### config.mk
export PLATFORM = sky130hd
export DESIGN_NAME = acc_shift_ctrl
export DESIGN_NICKNAME = d
export VERILOG_FILES = /design/src/rtl/acc_shift_ctrl.sv
export SDC_FILE = /design/constraint.sdc
export NUM_CORES = 1
export LEC_CHECK = 0
export BUFFER_PORTS_ARGS = -buffer_cell sky130_fd_sc_hd__buf_2
export CORE_MARGIN = 3
export CORE_UTILIZATION = 40
export DETAILED_ROUTE_END_ITERATION = 12
export PLACE_DENSITY = 0.68
export SLEW_MARGIN = 20
export SYNTH_ARGS = -nofsm -noshare
export SYNTH_HDL_FRONTEND = slang
export SYNTH_SLANG_ARGS = --single-unit
### constraint.sdc
create_clock -name clk -period 8.05 [get_ports clk]
set_clock_uncertainty 0.05 [all_clocks]
set_input_delay 2.415 -clock clk [delete_from_list [all_inputs] [get_ports clk]]
set_output_delay 2.415 -clock clk [all_outputs]
set_load 0.1 [all_outputs]
### src/rtl/acc_shift_ctrl.sv
`default_nettype none
// ============================================================================
// Module      : acc_shift_ctrl
// Description : Requantises tile accumulator pairs with a per-channel shift,
//               optional round-half-up and saturation to the activation width.
// Revision    : 1.0 - initial release
// ============================================================================
module acc_shift_ctrl #(
    parameter int DW  = 22,
    parameter int OW  = 8,
    parameter int NCH = 8,
    parameter int CW  = 3,
    parameter int LW  = 16
) (
    input  logic          clk,
    input  logic          rst,
    input  logic          cfg_we,
    input  logic [CW-1:0] cfg_addr,
    input  logic [2:0]    cfg_shift,
    input  logic          cfg_rnd,
    input  logic          start,
    input  logic [LW-1:0] n_pairs,
    input  logic          m_valid,
    output logic          m_ready,
    input  logic [DW-1:0] m_data1,
    input  logic [DW-1:0] m_data2,
    output logic          s_valid,
    input  logic          s_ready,
    output logic [OW-1:0] s_data1,
    output logic [OW-1:0] s_data2,
    output logic [CW-1:0] s_ch,
    output logic          busy,
    output logic          done
);

    typedef enum logic [1:0] {
        ST_IDLE  = 2'd0,
        ST_RUN   = 2'd1,
        ST_DRAIN = 2'd2
    } state_t;

    localparam logic signed [DW:0] SAT_MAX = (DW+1)'((64'sd1 <<< (OW-1)) - 64'sd1);
    localparam logic signed [DW:0] SAT_MIN = -SAT_MAX - (DW+1)'(1);

    state_t        state_q, state_d;
    logic [LW-1:0] cnt_q, cnt_d;
    logic [CW-1:0] ch_q, ch_d;
    logic          rnd_q, rnd_d;
    logic [2:0]    shift_tbl_q [NCH];
    logic [2:0]    shift_tbl_d [NCH];
    logic          s_valid_q, s_valid_d;
    logic [OW-1:0] s_data1_q, s_data1_d;
    logic [OW-1:0] s_data2_q, s_data2_d;
    logic [CW-1:0] s_ch_q, s_ch_d;
    logic          done_q, done_d;

    logic          m_ready_w;
    logic          accept_w;
    logic          out_fire_w;
    logic [2:0]    cur_shift_w;

    // Sign-extend by one bit so the rounding bias can never overflow.
    function automatic logic [OW-1:0] requant(
        input logic [DW-1:0] x,
        input logic [2:0]    n,
        input logic          rnd
    );
        logic signed [DW:0] xe;
        logic signed [DW:0] bias;
        logic signed [DW:0] y;
        xe   = $signed({x[DW-1], x});
        bias = (rnd && (n != 3'd0)) ? ((DW+1)'(1) << (n - 3'd1)) : '0;
        y    = (xe + bias) >>> n;
        if (y > SAT_MAX) begin
            y = SAT_MAX;
        end else if (y < SAT_MIN) begin
            y = SAT_MIN;
        end
        return y[OW-1:0];
    endfunction

    assign m_ready_w   = (state_q == ST_RUN) && (!s_valid_q || s_ready);
    assign accept_w    = m_valid && m_ready_w;
    assign out_fire_w  = s_valid_q && s_ready;
    assign cur_shift_w = shift_tbl_q[ch_q];

    always_comb begin
        state_d     = state_q;
        cnt_d       = cnt_q;
        ch_d        = ch_q;
        rnd_d       = rnd_q;
        shift_tbl_d = shift_tbl_q;
        done_d      = 1'b0;

        case (state_q)
            ST_IDLE: begin
                if (cfg_we) begin
                    shift_tbl_d[cfg_addr] = cfg_shift;
                    rnd_d                 = cfg_rnd;
                end
                if (start) begin
                    if (n_pairs != '0) begin
                        state_d = ST_RUN;
                        cnt_d   = n_pairs;
                        ch_d    = '0;
                    end else begin
                        done_d = 1'b1;
                    end
                end
            end
            ST_RUN: begin
                if (accept_w) begin
                    cnt_d = cnt_q - LW'(1);
                    ch_d  = (ch_q == CW'(NCH-1)) ? '0 : ch_q + CW'(1);
                    if (cnt_q == LW'(1)) begin
                        state_d = ST_DRAIN;
                    end
                end
            end
            ST_DRAIN: begin
                if (!s_valid_q || out_fire_w) begin
                    state_d = ST_IDLE;
                    done_d  = 1'b1;
                end
            end
            default: state_d = ST_IDLE;
        endcase
    end

    // Output register: a new beat reloads it even while the old one is leaving.
    always_comb begin
        s_valid_d = s_valid_q;
        s_data1_d = s_data1_q;
        s_data2_d = s_data2_q;
        s_ch_d    = s_ch_q;
        if (accept_w) begin
            s_valid_d = 1'b1;
            s_data1_d = requant(m_data1, cur_shift_w, rnd_q);
            s_data2_d = requant(m_data2, cur_shift_w, rnd_q);
            s_ch_d    = ch_q;
        end else if (out_fire_w) begin
            s_valid_d = 1'b0;
        end
    end

    always_ff @(posedge clk or posedge rst) begin
        if (rst) begin
            state_q   <= ST_IDLE;
            cnt_q     <= '0;
            ch_q      <= '0;
            rnd_q     <= 1'b0;
            s_valid_q <= 1'b0;
            s_data1_q <= '0;
            s_data2_q <= '0;
            s_ch_q    <= '0;
            done_q    <= 1'b0;
            for (int i = 0; i < NCH; i++) begin
                shift_tbl_q[i] <= '0;
            end
        end else begin
            state_q     <= state_d;
            cnt_q       <= cnt_d;
            ch_q        <= ch_d;
            rnd_q       <= rnd_d;
            s_valid_q   <= s_valid_d;
            s_data1_q   <= s_data1_d;
            s_data2_q   <= s_data2_d;
            s_ch_q      <= s_ch_d;
            done_q      <= done_d;
            shift_tbl_q <= shift_tbl_d;
        end
    end

    assign m_ready = m_ready_w;
    assign s_valid = s_valid_q;
    assign s_data1 = s_data1_q;
    assign s_data2 = s_data2_q;
    assign s_ch    = s_ch_q;
    assign busy    = (state_q == ST_RUN) || (state_q == ST_DRAIN);
    assign done    = done_q;

endmodule
`default_nettype wire

# After elaboration in Yosys (flattened, before gate mapping)
# Index checks and enable logic that the tools add are counted.
# op_classes
n_eq_ne,9
magnitude_cmp,7
addsub,5
n_mux,32
reduce_logical,17
n_shift,3
n_bitwise,2
# ops
operator,n
16-bit 2-to-1 mux,3
22-bit by 23-bit adder with 23-bit output,2
"23-bit by 8-bit > comparator with 1-bit output, second input constant",2
"23-bit by 8-bit < comparator with 1-bit output, second input constant",2
23-bit by 3-bit >>> shifter with 23-bit output,2
8-bit 2-to-1 mux,4
16-bit case mux with 2 select lines,1
24-bit bitwise mux,1
23-bit 2-to-1 mux,1
"1-bit by 3-bit << shifter with 23-bit output, first input constant",1
3-bit 2-to-1 mux,7
"16-bit by 1-bit equality test with 1-bit output, second input constant",1
16-bit nonzero test,1
"16-bit by 1-bit subtractor with 16-bit output, second input constant",1
2-bit 2-to-1 mux,5
3-bit binary-select mux with 3-bit select,1
3-bit demux with 3-bit select,1
"4-bit >= comparator, second input constant",2
"2-bit != test, second input constant",4
3-bit inverter with 4-bit output,2
2-bit case mux with 3 select lines,1
3-bit case mux with 2 select lines,1
1-bit logical AND,5
1-bit 2-to-1 mux,5
other kinds (16),19
# totals
input_bits,73
register_bits,67
elab_cells,92

# Longest topological paths before layout
# depth
ltp_word,12
depth_mapped,28
mapped_depth_nobuf,22

# Worst setup path after synthesis
# No wires, ideal clock.
# synth_timing
path_kind,reg2reg
startpoint,register ch_q[0]
endpoint,register s_data2_q[1] (netlist: s_data2[1])
path_buffers,7
setup_ns,0.145
stages_incl_launch_ff,28
required_time_ns,7.855
t_arrival_ns,7.242
slack_ns,0.613
cell_sequence,dfrtp_1 -> buf_6 -> buf_6 -> mux4_2 -> mux2_2 -> inv_1 -> buf_1 -> clkbuf_1 -> clkbuf_1 -> clkbuf_1 -> ha_1 -> or3b_2 -> nor3_1 -> ha_1 -> clkbuf_1 -> a21o_1 -> a21oi_1 -> o21ai_0 -> o21ai_0 -> a2111oi_1 -> xnor2_1 -> inv_1 -> mux4_2 -> nor2_2 -> a32oi_1 -> or4_4 -> a2111oi_4 -> o32ai_1
# synth_via
elab_chain_len,12
elab_cells_between_ends,15
# synth_rtl
item,line,rtl
from (decl),47,"logic [CW-1:0] ch_q, ch_d;"
from (signal assigned),163,ch_q <= ch_d;
3-bit inverter with 4-bit output (implied by the code) *,85,assign cur_shift_w = shift_tbl_q[ch_q];
3-bit binary-select mux with 3-bit select *,85,
3-bit 2-to-1 mux (implied by the code) * (2 in series),85,
3-bit by 1-bit subtractor with 3-bit output or 3-bit nonzero test (tied branches),72,bias = (rnd && (n != 3'd0)) ? ((DW+1)'(1) << (n - 3'd1)) : '0;
1-bit by 3-bit << shifter with 23-bit output or 1-bit logical AND (tied branches),72,
23-bit 2-to-1 mux,72,
22-bit by 23-bit adder with 23-bit output,73,y = (xe + bias) >>> n;
23-bit by 3-bit >>> shifter with 23-bit output *,73,
23-bit by 8-bit < comparator with 1-bit output,76,end else if (y < SAT_MIN) begin
8-bit 2-to-1 mux,76,
8-bit 2-to-1 mux *,74,if (y > SAT_MAX) begin
to (signal assigned),167,s_data2_q <= s_data2_d;
to (decl),53,"logic [OW-1:0] s_data2_q, s_data2_d;"
# Every way passes the cells marked *; elsewhere a longest branch is shown, timed or not. The select of a mux whose other input is x is not followed.
# A chain may end at the register's enable or synchronous reset.

# Final worst setup path
# layout_timing
startpoint,register ch_q[0]
endpoint,register s_data2_q[5] (netlist: s_data2[5])
# The elaborated chain is that of the path after synthesis.

==> results.rst <==
.. list-table::
   :header-rows: 1

   * - Metric
     - Value
   * - Status
     - complete, no violations
   * - Max Slew Vio Count
     - 0
   * - Initial standard-cell utilization of the core
     - roughly two fifths
   * - Leading cell type in the layout, fill and taps excluded
     - sky130_fd_sc_hd__nand2_1
   * - Die height
     - 142 um
   * - Antenna Cells
     - 0
   * - Average size of a mapped cell
     - between 7 and 8 um2
   * - Area grow syn2layout
     - 11.5%
   * - Number of buffers added to fix hold violations after cts
     - 0
   * - Slew margin rel.
     - between 20% and 30%
   * - Number of filler instances in the final layout
     - approximately 1,800
   * - Number of violations reported at the end of detailed-routing iteration 0
     - 733
   * - Iteration count of the initial detailed-routing pass
     - 5
   * - Detailed-route DRC error count
     - 0
   * - Syn. warnings
     - 0
   * - Clock tree from TritonCTS
     - yes
   * - Max-cap violation count
     - 0
   * - Commonest cells after routing, fill and taps aside
     - 110 x sky130_fd_sc_hd__nand2_1, 95 x sky130_fd_sc_hd__buf_2, 88 x sky130_fd_sc_hd__nor2_1, 67 x sky130_fd_sc_hd__dfrtp_1, 63 x sky130_fd_sc_hd__o21ai_0
   * - Clock root cell
     - sky130_fd_sc_hd__clkbuf_16
   * - Placed wire-length estimate
     - 17.5 mm
   * - Post-route cell area
     - 0.00822 mm2
   * - Number of buffers added by the clock tree synthesis step
     - 9
   * - Number of clock sinks
     - between 60 and 70
   * - Placer's final routability congestion estimate
     - 0.977
   * - Number of global-route vias before repair
     - 7,131
   * - Post-CTS resize count
     - 0
   * - Sum of negative setup slack
     - 0 ns
   * - Area used by multi-input combinational logic
     - approximately 0.0054 mm2
   * - Buffer count from post-CTS setup fixing
     - 0
   * - Worst slack, placed
     - 0.862 ns
   * - Cell taking the most area after synthesis
     - sky130_fd_sc_hd__dfrtp_1
   * - Async set or reset register ratio after synthesis
     - 100%
   * - Die Area
     - roughly 0.02 mm2
   * - Total count of hold-check failures in the final report
     - 0
   * - Number of nets with antenna violations after detailed routing
     - 0
   * - Terminating pin of the worst hold path
     - s_data1[7]
   * - Depth of the worst register-to-register path
     - 21
   * - # setup viols final
     - 0
   * - Initial antenna violation count
     - 0
   * - Fraction of layout cells with a size suffix above 1
     - 18.2%
   * - Worst min-delay path startpoint
     - s_data1[7]
   * - GRT overflow
     - 0
   * - Worst hold path depth
     - 1
   * - Placement-stage cell area
     - 0.00794 mm2
   * - Post-synthesis instance total
     - between 900 and 1,000
   * - Final worst-path cycle share
     - 89.8%
   * - Routed WL
     - 23.0 mm
   * - Type of the worst setup path
     - flop to flop
   * - Clk slew on worst S/H paths
     - 0.05 ns
   * - Transition time of the tightest slew-check pin
     - 1.04 ns
   * - Post-layout worst setup margin
     - 0.823 ns
   * - Number of port buffers
     - 95
   * - Number of nets produced by synthesis
     - 1,031
   * - Unrepaired setup endpoints after global routing
     - false
   * - Number of levels in the clock H-tree
     - 3
   * - Yosys reg bits
     - 67
   * - Wire per inst
     - roughly 19 um
   * - Worst Setup Start Kind
     - flop
   * - Synth cell types
     - 89
   * - Core footprint
     - 0.0180 mm2
   * - Width of the die
     - 142 um
   * - Top-area cell type share of the netlist area
     - 22.7%
   * - Largest fanout of any net on the critical path
     - 22
   * - Final min period
     - 7.23 ns
   * - Count of flip-flops with a built-in enable after synthesis
     - 0
   * - Top Ports
     - between 90 and 100
   * - Net count, final
     - 1,086
   * - Wire length of the first global-routing pass
     - 37.1 mm
   * - Netlist Area Pre-Place
     - 0.00737 mm2
   * - Via count
     - just under 8,000
   * - Reg-to-Reg End
     - s_data2[5]
   * - Area used by sequential logic in the layout
     - 0.00168 mm2
   * - Slack of the worst reg-to-reg path
     - ~0.82 ns
   * - Final Hold Slack
     - 0.418 ns
   * - Cell Rows
     - 49
   * - CP arrival
     - ~7.4 ns
   * - Largest net degree at the start of global routing
     - 68
   * - Critical register-to-register path startpoint
     - ch_q[0]
   * - Max frequency
     - 138 MHz
   * - CTS Buffer Depth
     - 2
   * - Worst min-delay path class
     - flop to flop
   * - Required arrival time at the worst endpoint
     - a little over 8 ns
   * - Mean number of vias per cell
     - 6.27
   * - Ranking of synthesized cells by area
     - sky130_fd_sc_hd__dfrtp_1 23%, sky130_fd_sc_hd__nand2_1 5.6%, sky130_fd_sc_hd__mux2i_1 4.9%
   * - Overall routing resource usage
     - 22.4%
   * - Nature of the critical path endpoint
     - flop
   * - Clk Latency, worst-skew pair
     - 0.33 ns
   * - Sequential element share of the synthesized area
     - between 20% and 30%
   * - Ys flop type
     - sky130_fd_sc_hd__dfrtp_1
## metrics by stage
stage	utilization, %	instances
5_1_grt	45.6	1226
6_report	45.6	1226
4_1_cts	45.6	1226
3_3_place_gp	44.1	1211
3_5_place_dp	44.1	1211
2_1_floorplan	-	938
## registers in the layout, summed over array words and instances, names as in the netlist
signal and count:
ch_q 3, cnt_q 16, done 1, rnd_q 1, s_ch 3, s_data1 8, s_data2 8, s_valid 1
shift_tbl_q 24, state_q 2
## metal layers
layer	vias up	part of all wire (%)	routed length [um]	GRT usage [%]
li1	3662	-	-	-
met1	3674	45	10500	32.5
met4	0	2.3	524	7.32
met5	-	0	0	0
met3	35	6.9	1590	2.56
met2	311	45	10500	34.7
## how the worst max path moves through the flow
stage	startpoint	to	slack, ns	cells after the start
final	ch_q[0]	s_data2[5]	0.82	21
after floorplan	ch_q[0]	s_data2[1]	0.61	27
after CTS	ch_q[0]	s_data2[5]	0.84	21
after global placement	ch_q[0]	s_data2[6]	1.12	21
after detailed placement	ch_q[0]	s_data2[5]	0.86	21
after global routing	ch_q[0]	s_data2[3]	0.17	21
## worst max-delay path, cell delays in order (launching register included)
cell and delay, ns:
sky130_fd_sc_hd__dfrtp_1 0.96, sky130_fd_sc_hd__mux2i_1 0.17, sky130_fd_sc_hd__mux4_2 0.55, sky130_fd_sc_hd__nand2_2 0.18
sky130_fd_sc_hd__inv_2 0.11, sky130_fd_sc_hd__ha_1 0.34, sky130_fd_sc_hd__or3b_2 0.51, sky130_fd_sc_hd__nor3_1 0.28
sky130_fd_sc_hd__ha_1 0.30, sky130_fd_sc_hd__a21o_1 0.15, sky130_fd_sc_hd__a21oi_1 0.08, sky130_fd_sc_hd__o21ai_0 0.47
sky130_fd_sc_hd__o21ai_0 0.23, sky130_fd_sc_hd__a2111oi_1 0.47, sky130_fd_sc_hd__xnor2_1 0.20, sky130_fd_sc_hd__inv_1 0.10
sky130_fd_sc_hd__mux2_1 0.37, sky130_fd_sc_hd__mux2i_1 0.21, sky130_fd_sc_hd__a32oi_1 0.12, sky130_fd_sc_hd__or4_4 0.57
sky130_fd_sc_hd__a2111oi_4 0.49, sky130_fd_sc_hd__o32ai_1 0.16
## cells by family after synthesis
group | Yosys count | synth area share [%]
AND/OR/NAND/NOR | 357 | 23.6
multiplexers | 85 | 13.8
buffers and inverters | 80 | 4.50
adder cells (fa/ha/maj) | 20 | 3.39
flip-flops | 67 | 22.7
AO/OA/AOI/OAI | 289 | 27.3
XOR/XNOR | 40 | 4.75
## layout make-up
type | count | area share (%)
Clock buffer | 13 | 3.29
Sequential cell | 67 | 20.4
Inverter | 21 | 0.959
Clock inverter | 2 | 0.122
Multi-Input combinational cell | 791 | 65.2
Tap cell | 229 | 3.49
Timing Repair Buffer | 103 | 6.51
## synth_stat cells, types with 16 or more instances
| cell | n |
|---|---|
| sky130_fd_sc_hd__nand2_1 | 110 |
| sky130_fd_sc_hd__nor2_1 | 88 |
| sky130_fd_sc_hd__dfrtp_1 | 67 |
| sky130_fd_sc_hd__o21ai_0 | 63 |
| sky130_fd_sc_hd__a21oi_1 | 48 |
| sky130_fd_sc_hd__clkbuf_1 | 44 |
| sky130_fd_sc_hd__mux2i_1 | 36 |
| sky130_fd_sc_hd__nand3_1 | 34 |
| sky130_fd_sc_hd__mux2_2 | 32 |
| sky130_fd_sc_hd__nor3_1 | 24 |
| sky130_fd_sc_hd__xnor2_1 | 24 |
| sky130_fd_sc_hd__o22ai_1 | 23 |
| sky130_fd_sc_hd__ha_1 | 20 |
| sky130_fd_sc_hd__inv_1 | 20 |
| sky130_fd_sc_hd__o211ai_1 | 18 |
| sky130_fd_sc_hd__xor2_1 | 16 |
Power is left out: the tool's default activity adds up to more than one toggle a clock period on the data nets, which glitch-free logic cannot reach.
